`src/rtl/mux2x1_rr_arbiter_pkg.sv`:
```
// Shared types and defaults for the 2:1 round-robin mux arbiter.
// State encodings are fixed so grants decode directly from state bits.
package mux2x1_rr_arbiter_pkg;

  localparam int DEF_WIDTH     = 8;
  localparam int DEF_MAX_BEATS = 4;

  typedef enum logic [1:0] {
    ST_IDLE = 2'b00,
    ST_G0   = 2'b01,
    ST_G1   = 2'b10
  } state_t;

endpackage

```
`src/rtl/mux2x1_rr_arbiter_rr2_pick.sv`:
```
// Two-way round-robin pick: on a tie the side that was not served last wins.
// winner=1 selects requester 1.
module rr2_pick (
  input  logic req0,
  input  logic req1,
  input  logic last,
  output logic winner,
  output logic any
);

  assign any    = req0 | req1;
  assign winner = (req0 & req1) ? ~last : req1;

endmodule

```
`src/rtl/mux2x1_rr_arbiter.sv`:
```
// Round-robin arbiter sharing one 2:1 data mux between two requesters,
// with a bounded burst per grant and a single valid/ready output channel.
module mux2x1_rr_arbiter
  import mux2x1_rr_arbiter_pkg::*;
#(
  parameter int WIDTH     = DEF_WIDTH,
  parameter int MAX_BEATS = DEF_MAX_BEATS
) (
  input  logic             clk,
  input  logic             rst,
  input  logic             req0,
  input  logic             req1,
  input  logic [WIDTH-1:0] din0,
  input  logic [WIDTH-1:0] din1,
  output logic             gnt0,
  output logic             gnt1,
  output logic [WIDTH-1:0] dout,
  output logic             dout_vld,
  input  logic             dout_rdy
);

  localparam int CW = $clog2(MAX_BEATS) + 1;

  state_t          state_q, state_d;
  logic [CW-1:0]   cnt_q, cnt_d;
  logic            last_q, last_d;

  logic sel, mine, xfer, quota;
  logic pick_last, winner, any;

  assign sel      = (state_q == ST_G1);
  assign gnt0     = (state_q == ST_G0);
  assign gnt1     = sel;
  assign dout     = sel ? din1 : din0;
  assign dout_vld = (gnt0 & req0) | (gnt1 & req1);
  assign xfer     = dout_vld & dout_rdy;
  assign mine     = sel ? req1 : req0;
  assign quota    = (cnt_q == CW'(MAX_BEATS - 1));

  // While granted, bias the tie toward the other side so one
  // picker serves both the idle choice and the rotation choice.
  always_comb begin
    pick_last = last_q;
    unique case (1'b1)
      gnt0:    pick_last = 1'b0;
      gnt1:    pick_last = 1'b1;
      default: pick_last = last_q;
    endcase
  end

  rr2_pick u_pick (
    .req0   (req0),
    .req1   (req1),
    .last   (pick_last),
    .winner (winner),
    .any    (any)
  );

  always_comb begin
    state_d = state_q;
    cnt_d   = cnt_q;
    last_d  = last_q;
    unique case (state_q)
      ST_IDLE: begin
        if (any)
          state_d = winner ? ST_G1 : ST_G0;
      end
      ST_G0, ST_G1: begin
        if (!mine || (xfer && quota))
          state_d = any ? (winner ? ST_G1 : ST_G0)
                        : ST_IDLE;
        if (state_d != state_q) begin
          cnt_d  = '0;
          last_d = sel;
        end else if (xfer) begin
          cnt_d = quota ? '0 : cnt_q + CW'(1);
        end
      end
      default: state_d = ST_IDLE;
    endcase
  end

  always_ff @(posedge clk) begin
    if (rst) begin
      state_q <= ST_IDLE;
      cnt_q   <= '0;
      last_q  <= 1'b1;
    end else begin
      state_q <= state_d;
      cnt_q   <= cnt_d;
      last_q  <= last_d;
    end
  end

endmodule

```
`config.mk`:
```
export PLATFORM = sky130hd
export DESIGN_NAME = mux2x1_rr_arbiter
export DESIGN_NICKNAME = d
export VERILOG_FILES = /design/src/rtl/mux2x1_rr_arbiter_pkg.sv /design/src/rtl/mux2x1_rr_arbiter_rr2_pick.sv /design/src/rtl/mux2x1_rr_arbiter.sv
export SDC_FILE = /design/constraint.sdc
export NUM_CORES = 1
export LEC_CHECK = 0
export BUFFER_PORTS_ARGS = -buffer_cell sky130_fd_sc_hd__clkbuf_2
export CAP_MARGIN = 30
export CORE_UTILIZATION = 48
export DETAILED_ROUTE_END_ITERATION = 12
export GPL_TIMING_DRIVEN = 0
export PLACE_DENSITY = 0.93
export REMOVE_ABC_BUFFERS = 1
export SKIP_LAST_GASP = 1
export SLEW_MARGIN = 40
export SYNTH_ARGS = -nofsm -noshare
export SYNTH_HDL_FRONTEND = slang
export SYNTH_SLANG_ARGS = --single-unit
```
`constraint.sdc`:
```
create_clock -name clk -period 5.3 [get_ports clk]
set_input_delay 0.265 -clock clk [delete_from_list [all_inputs] [get_ports clk]]
set_output_delay 0.265 -clock clk [all_outputs]
set_load 0.1 [all_outputs]
```
== Yosys cells after proc, flatten, opt, wreduce, memory -nomap -nowiden ==
Cells that the tools add are included.
W data, S select, Z words.

* $add $sub $neg: 1
* Equality and inequality tests: 5
* Muxes and demuxes: 13
* Bitwise operators: 7
* Reduce and logical (&&, ||, !) cells: 8

{| class="wikitable"
|+ Operators by type and width
! kind !! number
|-
| $mux W2 || 5
|-
| $mux W3 || 3
|-
| $mux W8 || 1
|-
| $and A1 B1 Y1 || 4
|-
| $pmux W2 S2 || 1
|-
| $reduce_and A2 Y1 || 2
|-
| $add A3 B1 Y3 const B || 1
|-
| $eq A3 B2 Y1 const B || 1
|-
| $eq A2 B1 Y1 const B || 1
|-
| $eq A2 B2 Y1 const B || 1
|-
| $logic_not A2 Y1 || 1
|-
| $mux W1 || 2
|-
| $ne A2 B2 Y1 || 1
|-
| $ne A2 B2 Y1 const B || 1
|-
| $or A1 B1 Y1 || 2
|-
| $pmux W1 S2 || 1
|-
| $reduce_bool A2 Y1 || 1
|-
| $reduce_or A2 Y1 || 1
|-
| $logic_and A1 B1 Y1 || 1
|-
| $logic_not A1 Y1 || 1
|-
| $logic_or A1 B1 Y1 || 1
|-
| $not A1 Y1 || 1
|}

* Register bits after elaboration: 6
* Input bits: 21
* Output and inout port bits: 11

== Depth between registers and ports, before layout ==
* Depth after elaboration: 11
* Gate-level depth with buffers: 9
* Depth with buffers taken out: 8

== Cells and area by module ==
A second synthesis with hierarchy kept.

* Cells, all modules: 65
* Area total of the unflattened synthesis: 580.6 sq um

{| class="wikitable"
|+ Modules (own cells, without submodules)
! module !! instances !! cells an instance !! area an instance (sq um) !! sequential area each (sq um)
|-
| mux2x1_rr_arbiter || 1 || 63 || 566.8 || 120.1
|-
| rr2_pick || 1 || 2 || 13.8 || 0.0
|}

== Worst setup path after synthesis ==
OpenSTA, ideal clock, no wires.

* Kind: register -> register
* Start point: register state_q[0]
* End point: register cnt_q[0]
* Arrival: 2.412 ns
* Required time: 5.243 ns
* Setup slack: 2.832 ns
* Stages on the path, launching flop included: 10
* Buffers on the path: 1
* Cells stage by stage: dfxtp_1 > inv_1 > ha_1 > buf_6 > mux2i_1 > o21ai_2 > xnor2_1 > o21ai_2 > a211oi_1 > o22a_2

* Cells in the longest elaborated chain, start to end: 11

{| class="wikitable"
|+ RTL lines
! item !! line !! text
|-
| start: declaration || mux2x1_rr_arbiter.sv:24 || <nowiki>state_t state_q, state_d;</nowiki>
|-
| start signal: assignment || mux2x1_rr_arbiter.sv:89 || <nowiki>state_q <= state_d;</nowiki>
|-
| $eq A2 B2 Y1 * || mux2x1_rr_arbiter.sv:31 || <nowiki>assign sel = (state_q == ST_G1);</nowiki>
|-
| net gnt1 || mux2x1_rr_arbiter.sv:16 || <nowiki>output logic gnt1,</nowiki>
|-
| $pmux W1 S2 / $and A1 B1 Y1 (equally long branches) || mux2x1_rr_arbiter.sv:44, mux2x1_rr_arbiter.sv:35 ||
|-
| $not A1 Y1 / $or A1 B1 Y1 (equally long branches) || mux2x1_rr_arbiter_rr2_pick.sv:12, mux2x1_rr_arbiter.sv:35 ||
|-
| $mux W1 / $and A1 B1 Y1 (equally long branches) || mux2x1_rr_arbiter_rr2_pick.sv:12, mux2x1_rr_arbiter.sv:36 ||
|-
| $mux W2 / $logic_and A1 B1 Y1 (equally long branches) || mux2x1_rr_arbiter.sv:70, mux2x1_rr_arbiter.sv:69 ||
|-
| $mux W2 / $logic_or A1 B1 Y1 (equally long branches) || mux2x1_rr_arbiter.sv:70, mux2x1_rr_arbiter.sv:69 ||
|-
| $mux W2 || mux2x1_rr_arbiter.sv:69 || <nowiki>if (!mine || (xfer && quota))</nowiki>
|-
| $mux W2 || mux2x1_rr_arbiter.sv:63 || <nowiki>unique case (state_q)</nowiki>
|-
| $ne A2 B2 Y1 || mux2x1_rr_arbiter.sv:72 || <nowiki>if (state_d != state_q) begin</nowiki>
|-
| $reduce_bool A2 Y1 (no source line) || n/a ||
|-
| $reduce_and A2 Y1 (no source line) || n/a ||
|-
| end signal: assignment || mux2x1_rr_arbiter.sv:90 || <nowiki>cnt_q <= cnt_d;</nowiki>
|-
| end: declaration || mux2x1_rr_arbiter.sv:25 || <nowiki>logic [CW-1:0] cnt_q, cnt_d;</nowiki>
|}

Mark *: on every way through the listed nets, which the timed path passes. The rest lies on a longest branch. The select of a mux whose other input is x is not followed.
A chain may end at the register's enable or synchronous reset.

== Worst setup path after layout ==
* Start point: register state_q[0]
* End point: register cnt_q[1]

* Cells in the longest elaborated chain, start to end: 11

{| class="wikitable"
|+ RTL lines
! item !! line
|-
| $eq A2 B2 Y1 / $eq A2 B1 Y1 (equally long branches) || mux2x1_rr_arbiter.sv:31, mux2x1_rr_arbiter.sv:63, mux2x1_rr_arbiter.sv:32
|-
| $pmux W1 S2 / $and A1 B1 Y1 (equally long branches) || mux2x1_rr_arbiter.sv:44, mux2x1_rr_arbiter.sv:35
|-
| $not A1 Y1 / $or A1 B1 Y1 (equally long branches) || mux2x1_rr_arbiter_rr2_pick.sv:12, mux2x1_rr_arbiter.sv:35
|-
| $mux W1 / $and A1 B1 Y1 (equally long branches) || mux2x1_rr_arbiter_rr2_pick.sv:12, mux2x1_rr_arbiter.sv:36
|-
| $mux W2 / $logic_and A1 B1 Y1 (equally long branches) || mux2x1_rr_arbiter.sv:70, mux2x1_rr_arbiter.sv:69
|-
| $mux W2 / $logic_or A1 B1 Y1 (equally long branches) || mux2x1_rr_arbiter.sv:70, mux2x1_rr_arbiter.sv:69
|-
| $mux W2 || mux2x1_rr_arbiter.sv:69
|-
| $mux W2 || mux2x1_rr_arbiter.sv:63
|-
| $ne A2 B2 Y1 || mux2x1_rr_arbiter.sv:72
|-
| $reduce_bool A2 Y1 (no source line) || n/a
|-
| $reduce_and A2 Y1 (no source line) || n/a
|}

Parallel ways exist; a longest one is shown, timed or not. The select of a mux whose other input is x is not followed.

==> results_dict.tcl <==
set metrics [dict create \
    synth_edf_count 0 \
    ir_drop_uv 563 \
    criticalPathCategory "flop to flop" \
    ant_nets 0 \
    syn_avg_cell_area_um2 8.38 \
    grt_first_pass_wirelength_mm 2.09 \
    grt_start_max_net_pins 12 \
    cp.required_ns 5.42 \
    timing.slew.headroom_pct 63.9 \
    drc 0 \
    post_route_cells_drive_above_1_share_pct 42.2 \
    start_kind "flop" \
    fp-row-count 13 \
    clkTransAtPathRegs_ns 0.04 \
    hpwl_mm 1.17 \
    numClockSinks 6 \
    drtIter0Drc 7 \
    synthCells 80 \
    ys.warnings.count 0 \
    drv_slew 0 \
    cts_hold_buf 0 \
    arrival_ns 2.46 \
    insertion_delay_ns 0.24 \
    hold_depth 2 \
    cts_resized 0 \
    seq_area_frac_synth_pct 17.9 \
    routed_wl_mm 1.46 \
    grt_pass1_vias 573 \
    drtPass1Iterations 4 \
    vias_per_cell 5.59 \
    finalSetupViolCount 0 \
    rr_worst_depth 8 \
    numCtsBuffers 3 \
    syn_to_final_growth_pct 23.3 \
    post-cts-setup-buffer-count 0 \
    yosysUniqueCellTypes 33 \
    timing.rr.end "cnt_q[1]$_SDFFE_PP0P_" \
    cts_buffer_depth 2 \
    max_cap_violations 0 \
    max_stage_delay_ns 0.48 \
    cts_tree "done" \
    hp-start "rst" \
    die-width_um 39.4 \
    fin_util_pct 63.6 \
    total_power_uw 549 \
    rsz0062_at_grt "no" \
    final_nets 138 \
    path_cells "inv_1 > ha_1 > mux2i_1 > nand2_1 > and3_1 > o21ai_2 > a31oi_1 > a32o_1" \
    antenna_cells 0 \
    vias 693 \
    hold_viol 0 \
    hp-class "input pin to flop" \
    async_flop_share_pct 0 \
    fin_crit_sh_pct 44.0 \
    synth_flop_cell "dfxtp_1" \
    worst_path_max_delay_cell "ha_1" \
    worst_pin_slew_ns 0.545 \
    fmax_mhz 429 \
    port_buffers 31 \
    clock-root-buffer "clkbuf_4" \
    routedWlPerCell_um 11.8 \
    initial_core_util_pct 51.5 \
    h-tree-depth 1 \
    antenna_found_initial 0 \
    syn_area_um2 671 \
    hold_end "state_q[0]$_SDFFE_PP0P_" \
    crit_path_end_kind "flop" \
    fin_crit_ns 2.33 \
    ys_ff_latch 6 \
    outcome "finished, final reports clean" \
    powerDensity_nw_per_um2 663 \
    grt_overflow 0 \
    ff2ff_setup_slack_ns 2.97 \
    critical_path_peak_fanout 9 \
    die_area_um2 1550 \
    fin_skew_ns 0.00569 \
    place_congestion 0.827 \
    timing.rr.start "state_q[0]$_SDFFE_PP0P_" \
    power.leakage_uw 0.000402 \
    grtUsageTotal_pct 19.7 \
    core_area_um2 1300 \
    die_y_um 39.4 \
    tns_ns 0 \
    io_pins 32 \
]
cell type report:
cell class	count	area, µm²
Multi-Input combinational cell	64	492
Inverter	5	18.8
Tap cell	15	18.8
Fill cell	116	474
Clock buffer	3	22.5
Timing Repair Buffer	31	155
Sequential cell	6	120
state kept, by name, indices dropped and copies added (netlist names):
| name | count |
|---|---|
| cnt_q | 3 |
| last_q | 1 |
| state_q | 2 |
worst max path at each step:
stage | startpoint | end | slack (ns) | cells past startpoint
2_1_floorplan | state_q[0]$_SDFFE_PP0P_ | cnt_q[0]$_SDFFE_PP0P_ | 2.71 | 8
3_3_place_gp | state_q[0]$_SDFFE_PP0P_ | cnt_q[1]$_SDFFE_PP0P_ | 3.09 | 8
3_5_place_dp | state_q[0]$_SDFFE_PP0P_ | cnt_q[1]$_SDFFE_PP0P_ | 3.01 | 8
4_1_cts | state_q[0]$_SDFFE_PP0P_ | cnt_q[1]$_SDFFE_PP0P_ | 2.99 | 8
5_1_grt | state_q[0]$_SDFFE_PP0P_ | cnt_q[1]$_SDFFE_PP0P_ | 2.79 | 8
6_report | state_q[0]$_SDFFE_PP0P_ | cnt_q[1]$_SDFFE_PP0P_ | 2.97 | 8
worst max-delay path, delay by kind of cell, from the launching register on:
family / cells / cell delay, ns
and+or+nand+nor: 2 / 0.31
muxes: 1 / 0.24
buffers and inverters: 1 / 0.14
DFF: 1 / 0.45
adders and majority gates: 1 / 0.48
AOI/OAI and AO/OA: 3 / 0.59
where the power goes:
| part | switching (µW) | internal (µW) | leakage [µW] |
|---|---|---|---|
| Combinational | 318 | 119 | 0.000339 |
| Sequential | 14.2 | 56.8 | 0.0000489 |
| Clock | 15.3 | 25.5 | 0.0000138 |
| Total | 347 | 201 | 0.000402 |
Yosys cell counts (2+ instances only):
master	number	share of area, %
o21ai_2	2	2.6
mux2i_1	4	6.0
and3_1	2	1.9
o21ai_0	2	1.5
nand3_1	2	1.5
a21oi_1	3	2.2
a32o_1	2	3.0
a211oi_1	2	2.2
a31oi_1	2	1.9
nor2_1	3	1.7
a22oi_1	2	2.2
buf_6	2	3.4
nand2_1	7	3.9
ha_1	6	11
nor3_1	2	1.5
o22ai_1	2	1.9
inv_1	5	2.8
dfxtp_1	6	18
mux2_2	8	13
nor2b_1	3	2.8
per-stage QoR:
step	instance area (µm²)	setup slack, ns	hold slack (ns)	instances
detailed placement	805	3.01	0.478	121
global route	827	2.79	0.337	124
global placement	805	3.09	0.483	121
finish	827	2.97	0.344	124
CTS	827	2.99	0.328	124
floorplan	631	2.71	0.344	75
logic make-up (layout without fill, tap and decap cells):
logic type / count (synthesis) / count (layout) / share of synthesized area [%]
and+or+nand+nor: 25 / 25 / 20.0
DFF: 6 / 6 / 17.9
buffers and inverters: 10 / 39 / 8.77
xor gates and xnor gates: 1 / 1 / 1.31
AOI/OAI and AO/OA: 20 / 20 / 21.5
muxes: 12 / 12 / 19.4
adders and majority gates: 6 / 6 / 11.2
layout by cell type (no fill, tap or decap), types with 2 or more instances in the layout:
cell and n:
nor3_1 2, nor2b_1 3, nand2_1 7, clkbuf_4 3, a22oi_1 2, clkbuf_2 31
dfxtp_1 6, a211oi_1 2, mux2i_1 4, and3_1 2, mux2_2 8, a31oi_1 2
o22ai_1 2, a32o_1 2, o21ai_2 2, ha_1 6, nand3_1 2, nor2_1 3
o21ai_0 2, inv_1 5, a21oi_1 3
routing by layer:
metal  GRT usage, %  part of all wire [%]
met5              0                     0
met4           12.9                  0.62
met1           23.0                    45
met2           32.1                    46
met3           3.98                   8.2
Note: power is estimated with default switching activity, not from simulation.
